[config.mk]
export PLATFORM = sky130hd
export DESIGN_NAME = spi_master
export DESIGN_NICKNAME = d
export VERILOG_FILES = /design/src/rtl/spi_pkg.sv /design/src/rtl/spi_sck_gen.sv /design/src/rtl/spi_master.sv
export SDC_FILE = /design/constraint.sdc
export NUM_CORES = 1
export LEC_CHECK = 0
export ABC_CLOCK_PERIOD_IN_PS = 4200
export BUFFER_PORTS_ARGS = -buffer_cell sky130_fd_sc_hd__clkbuf_2
export CAP_MARGIN = 40
export CORE_MARGIN = 3
export CORE_UTILIZATION = 45
export DETAILED_ROUTE_END_ITERATION = 8
export GPL_ROUTABILITY_DRIVEN = 0
export PLACE_DENSITY = 0.73
export SLEW_MARGIN = 5
export SYNTH_ARGS = -nofsm -noshare
export SYNTH_HDL_FRONTEND = slang
export SYNTH_HIERARCHICAL = 1
export SYNTH_SLANG_ARGS = --single-unit
[constraint.sdc]
create_clock -name clk -period 4.2 [get_ports clk]
set_input_delay 0 -clock clk [delete_from_list [all_inputs] [get_ports clk]]
set_output_delay 0 -clock clk [all_outputs]
set_load 0.1 [all_outputs]
[src/rtl/spi_pkg.sv]
// Shared SPI master definitions: command codes, expected device ID, FSM state encoding.
// Used by spi_master, whose optional ID check is enabled by SPI_MASTER_ID_CHECK_EN.
package spi_pkg;

  localparam logic [7:0] CMD_READ_ID = 8'h1D;
  localparam logic [7:0] CMD_READ    = 8'hEA;
  localparam logic [7:0] CMD_WRITE   = 8'hAD;
  localparam logic [7:0] DEVICE_ID   = 8'h5A;

  typedef enum logic [2:0] {
    ST_IDLE,
    ST_CS_SETUP,
    ST_CMD,
    ST_DATA,
    ST_CS_HOLD,
    ST_DONE
  } state_t;

  typedef enum logic [1:0] {
    KIND_OTHER,
    KIND_READ_ID,
    KIND_READ,
    KIND_WRITE
  } cmd_kind_t;

  function automatic cmd_kind_t decode_cmd(input logic [7:0] c);
    cmd_kind_t k;
    case (c)
      CMD_READ_ID: k = KIND_READ_ID;
      CMD_READ:    k = KIND_READ;
      CMD_WRITE:   k = KIND_WRITE;
      default:     k = KIND_OTHER;
    endcase
    return k;
  endfunction

endpackage

[src/rtl/spi_sck_gen.sv]
// Half-period timer and SPI clock level for spi_master.
// tick marks the last clk cycle of each half-period; sck toggles on tick only when toggle is set.
module spi_sck_gen #(
  parameter int CLK_DIV = 4
) (
  input  logic clk,
  input  logic rst,
  input  logic run,
  input  logic toggle,
  output logic tick,
  output logic sck
);

  localparam int CW = $clog2(CLK_DIV);
  localparam logic [CW-1:0] LAST = CW'(CLK_DIV - 1);

  logic [CW-1:0] cnt;

  assign tick = run && (cnt == LAST);

  always_ff @(posedge clk or posedge rst) begin
    if (rst) begin
      cnt <= '0;
      sck <= 1'b0;
    end else if (!run) begin
      cnt <= '0;
      sck <= 1'b0;
    end else if (tick) begin
      // Reload on every half-period edge so each phase starts aligned.
      cnt <= '0;
      if (toggle) sck <= ~sck;
    end else begin
      cnt <= cnt + 1'b1;
    end
  end

endmodule

[src/rtl/spi_master.sv]
// SPI mode-0 master: 8-bit command then WIDTH-bit data phase, MSB first, one chip select.
// Define SPI_MASTER_ID_CHECK_EN to add the id_err output (READ_ID response check).
module spi_master
  import spi_pkg::*;
#(
  parameter int WIDTH   = 8,
  parameter int CLK_DIV = 4
) (
  input  logic             clk,
  input  logic             rst,
  input  logic             start,
  input  logic [7:0]       cmd,
  input  logic [WIDTH-1:0] wdata,
  output logic             busy,
  output logic             done,
  output logic [WIDTH-1:0] rdata,
  output logic             sck,
  output logic             _cs,
  output logic             mosi,
  input  logic             miso,
  output logic [2:0]       state
`ifdef SPI_MASTER_ID_CHECK_EN
  ,
  output logic             id_err
`endif
);

  localparam int TW = 8 + WIDTH;
  localparam logic [4:0] LAST_CMD_BIT  = 5'd7;
  localparam logic [4:0] LAST_DATA_BIT = 5'(WIDTH - 1);

  state_t        state_q, state_d;
  logic          tick, fall, run, toggle, accept, phase_last;
  logic [4:0]    bit_cnt;
  logic [TW-1:0] tx_sr;

  assign state  = state_q;
  assign accept = (state_q == ST_IDLE) && start;
  // A bit ends on the half-period tick that takes sck from high to low.
  assign fall   = tick && sck && ((state_q == ST_CMD) || (state_q == ST_DATA));
  assign phase_last = (state_q == ST_CMD) ? (bit_cnt == LAST_CMD_BIT)
                                          : (bit_cnt == LAST_DATA_BIT);

  spi_sck_gen #(.CLK_DIV(CLK_DIV)) u_sck_gen (
    .clk    (clk),
    .rst    (rst),
    .run    (run),
    .toggle (toggle),
    .tick   (tick),
    .sck    (sck)
  );

  always_ff @(posedge clk or posedge rst) begin
    if (rst) state_q <= ST_IDLE;
    else     state_q <= state_d;
  end

  always_comb begin
    state_d = state_q;
    busy    = 1'b1;
    done    = 1'b0;
    _cs     = 1'b0;
    run     = 1'b1;
    toggle  = 1'b0;
    case (state_q)
      ST_IDLE: begin
        busy = 1'b0;
        _cs  = 1'b1;
        run  = 1'b0;
        if (start) state_d = ST_CS_SETUP;
      end
      ST_CS_SETUP: begin
        if (tick) state_d = ST_CMD;
      end
      ST_CMD: begin
        toggle = 1'b1;
        if (fall && phase_last) state_d = ST_DATA;
      end
      ST_DATA: begin
        toggle = 1'b1;
        if (fall && phase_last) state_d = ST_CS_HOLD;
      end
      ST_CS_HOLD: begin
        if (tick) state_d = ST_DONE;
      end
      ST_DONE: begin
        done    = 1'b1;
        _cs     = 1'b1;
        run     = 1'b0;
        state_d = ST_IDLE;
      end
      default: begin
        busy    = 1'b0;
        _cs     = 1'b1;
        run     = 1'b0;
        state_d = ST_IDLE;
      end
    endcase
  end

  always_ff @(posedge clk or posedge rst) begin
    if (rst) begin
      tx_sr   <= '0;
      mosi    <= 1'b0;
      bit_cnt <= '0;
      rdata   <= '0;
    end else if (accept) begin
      // Non-WRITE commands clock zeros out during the data phase.
      tx_sr   <= {cmd, (decode_cmd(cmd) == KIND_WRITE) ? wdata : WIDTH'(0)};
      mosi    <= cmd[7];
      bit_cnt <= '0;
    end else if (fall) begin
      tx_sr   <= {tx_sr[TW-2:0], 1'b0};
      mosi    <= tx_sr[TW-2];
      bit_cnt <= phase_last ? 5'd0 : bit_cnt + 5'd1;
      if (state_q == ST_DATA) rdata <= {rdata[WIDTH-2:0], miso};
    end
  end

`ifdef SPI_MASTER_ID_CHECK_EN
  logic is_read_id_q;

  always_ff @(posedge clk or posedge rst) begin
    if (rst) begin
      id_err       <= 1'b0;
      is_read_id_q <= 1'b0;
    end else if (accept) begin
      id_err       <= 1'b0;
      is_read_id_q <= (decode_cmd(cmd) == KIND_READ_ID);
    end else if ((state_q == ST_DONE) && is_read_id_q && (rdata != WIDTH'(DEVICE_ID))) begin
      id_err <= 1'b1;
    end
  end
`endif

endmodule

After elaboration in Yosys (flattened, before gate mapping)

Index checks and enable logic that the tools add are counted.

Add/sub/neg operators: 2
$mul: 0
Divide/modulo/power cells: 0
$lt $le $gt $ge: 0
Equal/unequal tests: 18
Shifts and indexed selects: 0
Multiplexer cells: 26
Bitwise operators: 2
Reduce and logical (&&, ||, !) cells: 14

Operator list:

| operator              | number |
|---|---|
| $mux W15              | 2 |
| $eq A8 B8 Y1 const B  | 2 |
| $mux W3               | 5 |
| $mux W5               | 3 |
| $pmux W3 S5           | 1 |
| $ne A2 B2 Y1 const B  | 6 |
| $mux W1               | 10 |
| $eq A8 B5 Y1 const B  | 1 |
| $mux W8               | 1 |
| $eq A3 B2 Y1 const B  | 2 |
| $eq A3 B3 Y1 const B  | 2 |
| $mux W2               | 3 |
| $pmux W2 S3           | 1 |
| $add A5 B1 Y5 const B | 1 |
| $eq A5 B3 Y1 const B  | 1 |
| $logic_and A1 B1 Y1   | 5 |
| $reduce_and A5 Y1     | 1 |
| $reduce_or A5 Y1      | 1 |
| $eq A2 B2 Y1 const B  | 2 |
| $reduce_or A4 Y1      | 1 |
| $eq A3 B1 Y1 const B  | 1 |
| $logic_not A3 Y1      | 1 |
| $reduce_and A3 Y1     | 1 |
| $add A2 B1 Y2 const B | 1 |
| 6 further kinds       | 7 |

Register bits after elaboration: 35
Latch bits: 0
RAM bits: 0
Bits in read-only memories: 0
Input port bits: 20
Memories: 0

Logic depth before layout (Yosys ltp)

Word-level depth: 9
Depth in mapped cells: 9
Gate-level depth less buffers: 7

By module

The synthesis kept the hierarchy.

Modules (own cells, without submodules):

| module      | times used | cells an instance | area each (um2) | sequential area each (um2) |
|---|---|---|---|---|
| spi_master  | 1          | 144               | 1,604.0         | 800.8 |
| spi_sck_gen | 1          | 12                | 136.4           | 75.1 |

Worst setup path before layout

No wires, ideal clock.

Kind: flip-flop to output port
From: register state_q[0] (netlist: state[0])
To: output port busy
Data arrival time: 3.431 ns
Required time: 4.200 ns
Slack: 0.769 ns
Cell stages (with the launch flop): 4
Path buffers: 1
Cells stage by stage: dfrtp_1 -> buf_2 -> nand2b_1 -> o21ai_0

Cells in the longest elaborated chain, start to end: 3
Elaborated cells between the ends (all ways): 7
Classes of those cells: 5 x eq/ne; 1 x mux; 1 x reduce/logical

RTL lines:

| element                                    | RTL line         | source |
|---|---|---|
| start, declared                            | spi_master.sv:32 | `state_t state_q, state_d;` |
| start signal, assigned                     | spi_master.sv:55 | `else state_q <= state_d;` |
| $eq A3 B2 Y1, or another cell as far along | spi_master.sv:65 | `case (state_q)` |
| $reduce_or A5 Y1 (no source line) (*)      | n/a              |  |
| $mux W1 (*)                                | spi_master.sv:65 |  |
| end, declared                              | spi_master.sv:14 | `output logic busy,` |

Mark *: on every way between the ends. The rest lies on a longest branch, timed or not.

Final worst setup path

From: register state_q[1] (netlist: state[1])
To: register rdata[0]

Cells in the longest elaborated chain, start to end: 7
Elaborated cells between the ends (all ways): 14
Classes of those cells: 4 x eq/ne; 1 x mux; 1 x bitwise; 8 x reduce/logical

RTL lines:

| element                                    | RTL line          | source |
|---|---|---|
| $eq A3 B2 Y1, or another cell as far along | spi_master.sv:65  |  |
| $reduce_or A4 Y1 (no source line) (*)      | n/a               |  |
| $mux W1 (*)                                | spi_master.sv:65  |  |
| net run                                    | spi_master.sv:33  | `logic tick, fall, run, toggle, accept, phase_last;` |
| $logic_and A1 B1 Y1 (*)                    | spi_sck_gen.sv:19 | `assign tick = run && (cnt == LAST);` |
| net tick                                   | spi_master.sv:33  |  |
| $logic_and A1 B1 Y1 (*) (2 in series)      | spi_master.sv:40  | `assign fall = tick && sck && ((state_q == ST_CMD) \|\| (state_q == ST_DATA));` |
| $reduce_and A3 Y1 (no source line) (*)     | n/a               |  |
| end signal, assigned                       | spi_master.sv:116 | `if (state_q == ST_DATA) rdata <= {rdata[WIDTH-2:0], miso};` |
| end, declared                              | spi_master.sv:16  | `output logic [WIDTH-1:0] rdata,` |

Mark *: on every way through the listed nets, which the timed path passes. The rest lies on a longest branch.
A chain may end at the register's enable or synchronous reset.

==> results.json <==
{
  "async_flop_share_pct": 100.0,
  "placed_area_um2": 1917,
  "drc": 0,
  "start_util_pct": 49.43,
  "cp-end-kind": "register",
  "multi_input_area_um2": 778.2,
  "post-cts-setup-buffers": 0,
  "synth_fp_nets": 179,
  "maxCapViolations": 0,
  "syn2layout_area_growth_pct": 26.38,
  "top_layer_used": "met4",
  "dieArea_um2": 4650,
  "required_ps": 4370,
  "met1_length_um": 1480,
  "max_stage_delay_ps": 570,
  "viasPerCell": 5.172,
  "clock_skew_ps": 3.651,
  "syn_inst": 156,
  "layout_min_cycle_time_ps": 2914,
  "core_um2": 3521,
  "ys_seq_area_share_pct": 50.32,
  "avgSynthCellArea_um2": 11.16,
  "cts_root_buf": "clkbuf_8",
  "fmax_mhz": 343.2,
  "seqCellArea_um2": 875.8,
  "cts.sinks": 35,
  "setup_tns_ps": 0,
  "postCtsHoldBufs": 18,
  "boundaryPins": 36,
  "vias": 1324,
  "grt-ovfl-total": 0,
  "worstMarginPinSlew_ps": 664.2,
  "syn-cell-area_um2": 1740,
  "cts_buffer_depth": 2,
  "cts.clk_slew.worst_paths_ps": 70,
  "grt_pass1_vias": 1378,
  "dr_wl_met2_um": 1928,
  "crit_type": "register to register",
  "synthDistinctLibCells": 37,
  "drt-pass1-iter-count": 4,
  "ant_nets": 0,
  "die_y_um": 68.19,
  "leakagePower_uw": 0.001118,
  "final_hold_viol_count": 0,
  "final_nets": 233,
  "rsz0062_at_grt": "no",
  "finalInstanceArea_um2": 2200,
  "totalWireLength_um": 3622,
  "cp_max_fo": 26,
  "relSlewSlack_pct": 55.67,
  "hold_path_class": "input pin to asynchronous set/reset pin",
  "finish.utilization_pct": 62.47,
  "irDropWorstVdd_v": 0.0002874,
  "critPathTopFamily": "simple AND/OR/NAND/NOR gates",
  "setup_violations": 0,
  "num_rows": 21,
  "insertion_delay_ps": 280,
  "diodes": 0,
  "dr_wl_met3_um": 152,
  "synth_edf_count": 0,
  "cp.arrival_ps": 3080,
  "nFillCells": 279,
  "crit_slowest_cell": "dfrtp_1",
  "cts_buffers": 5,
  "power.density_nw_per_um2": 617.6,
  "drt_iter0_drc": 38,
  "maxSlewViolCount": 0,
  "hpwl_um": 2323,
  "critical_path_buf_inv_count": 0,
  "ys_ff_latch": 35,
  "synth_flop_cell": "dfrtp_1",
  "io_buffer_count": 35,
  "timing.reg2reg.setup_slack_ps": 1290,
  "antenna_found_initial": 0,
  "crit_path_start_kind": "register",
  "yosysWarnings": 6,
  "cts_tree": "done",
  "fp.dieW_um": 68.19,
  "status": "completed",
  "wl_per_cell_um": 14.15,
  "fin_crit_sh_pct": 69.38,
  "path_cells": "ha_1 > or2_2 > and2_2 > nand3_2 > nor2_2 > mux2_2",
  "cts_max_level": 2,
  "post_cts_resize_count": 0,
  "final_layout_size_suffix_gt1_share_pct": 28.10,
  "grt_pass1_wl_um": 6051,
  "grt_max_degree": 38,
  "track_usage_pct": 17.61
}
==> where the power goes <==
part	switching, uW	internal, uW
clock	113	174
sequential	81.2	423
combinational	403	165
total	597	761
==> path summary, 6_finish.rpt <==
check	endpoint	cells past startpoint	start
worst max-delay path	rdata[0]$_DFFE_PP0P_	6	state[1]$_DFFE_PP0P_
max in group asynchronous	tx_sr[9]$_DFFE_PP0P_	4	rst
min in group clk	state[0]$_DFFE_PP0P_	4	start
worst min-delay path	u_sck_gen/cnt[0]$_DFF_PP0_	3	rst
worst max register to register	rdata[0]$_DFFE_PP0P_	6	state[1]$_DFFE_PP0P_
worst min register to register	u_sck_gen/cnt[0]$_DFF_PP0_	1	u_sck_gen/cnt[0]$_DFF_PP0_
==> synthesized netlist by cell type (2+ instances only) <==
| cell | number | share of area (%) |
|---|---|---|
| dfrtp_1 | 35 | 50 |
| nand2_1 | 19 | 4.1 |
| mux2i_1 | 17 | 9.8 |
| o21ai_0 | 11 | 3.2 |
| mux2_2 | 8 | 5.2 |
| o22ai_1 | 8 | 2.9 |
| a21oi_1 | 5 | 1.4 |
| buf_6 | 5 | 3.2 |
| nand2b_1 | 5 | 1.8 |
| inv_1 | 4 | 0.86 |
| nor2_1 | 4 | 0.86 |
| buf_2 | 3 | 0.86 |
| ha_1 | 3 | 2.2 |
| nor2b_1 | 3 | 1.1 |
| nand3_1 | 2 | 0.58 |
| nand4_1 | 2 | 0.72 |
| or3_1 | 2 | 0.72 |
==> stage by stage <==
step	power [uW]	worst slack, ps	hold slack [ps]	std cells
final	1358	1286	114.1	256
after global routing	1437	1045	140.6	256
after CTS	1365	1253	110.7	256
after detailed placement	1066	1270	-139.5	231
after global placement	1037	1450	-142.8	231
after floorplan	973.0	769.1	-246.4	156
==> cells by family (layout without fill, tap and decap cells) <==
| family | after synthesis | in the layout | share of synthesized area [%] |
|---|---|---|---|
| multiplexers | 25 | 25 | 14.95 |
| adder cells (fa/ha/maj) | 3 | 3 | 2.157 |
| AO/OA/AOI/OAI | 29 | 29 | 10.21 |
| AND/OR/NAND/NOR | 51 | 51 | 16.90 |
| flip-flops | 35 | 35 | 50.32 |
| buffers and inverters | 12 | 66 | 4.960 |
| XOR/XNOR | 1 | 1 | 0.5033 |
==> metal layers <==
metal	vias up	GRT usage, %
li1	661	-
met1	630	19.37
met2	27	32.01
met3	6	5.255
met4	0	5.955
met5	-	0
==> area by class of cell <==
type	instances	area share, %
clock buffers	6	3.299
clock inverters	1	1.365
inverters	4	0.6826
multi-input cells	109	35.38
flip-flops and latches	35	39.82
well taps	46	2.617
repair buffers	55	16.84
==> sequential cells by signal (all words and copies together) (netlist names) <==
register and count:
tx_sr 15, rdata 8, bit_cnt 5, state 3, u_sck_gen/cnt 2, mosi 1, u_sck_gen/sck 1
==> worst register-to-register path, stage by stage (launching register included) <==
cell     delay, ps
dfrtp_1        570
ha_1           340
or2_2          190
and2_2         210
nand3_2        540
nor2_2         560
mux2_2         400
==> layout by cell type (no fill, tap or decap), types with 5 or more instances in the layout <==
cell | Yosys | layout
nand2b_1 | 5 | 5
o21ai_0 | 11 | 11
clkbuf_8 | 0 | 5
dfrtp_1 | 35 | 35
mux2_2 | 8 | 8
o22ai_1 | 8 | 8
dlygate4sd3_1 | 0 | 18
clkbuf_2 | 0 | 35
a21oi_1 | 5 | 5
mux2i_1 | 17 | 17
nand2_1 | 19 | 19
No activity file was read; power rests on OpenSTA's default activity.
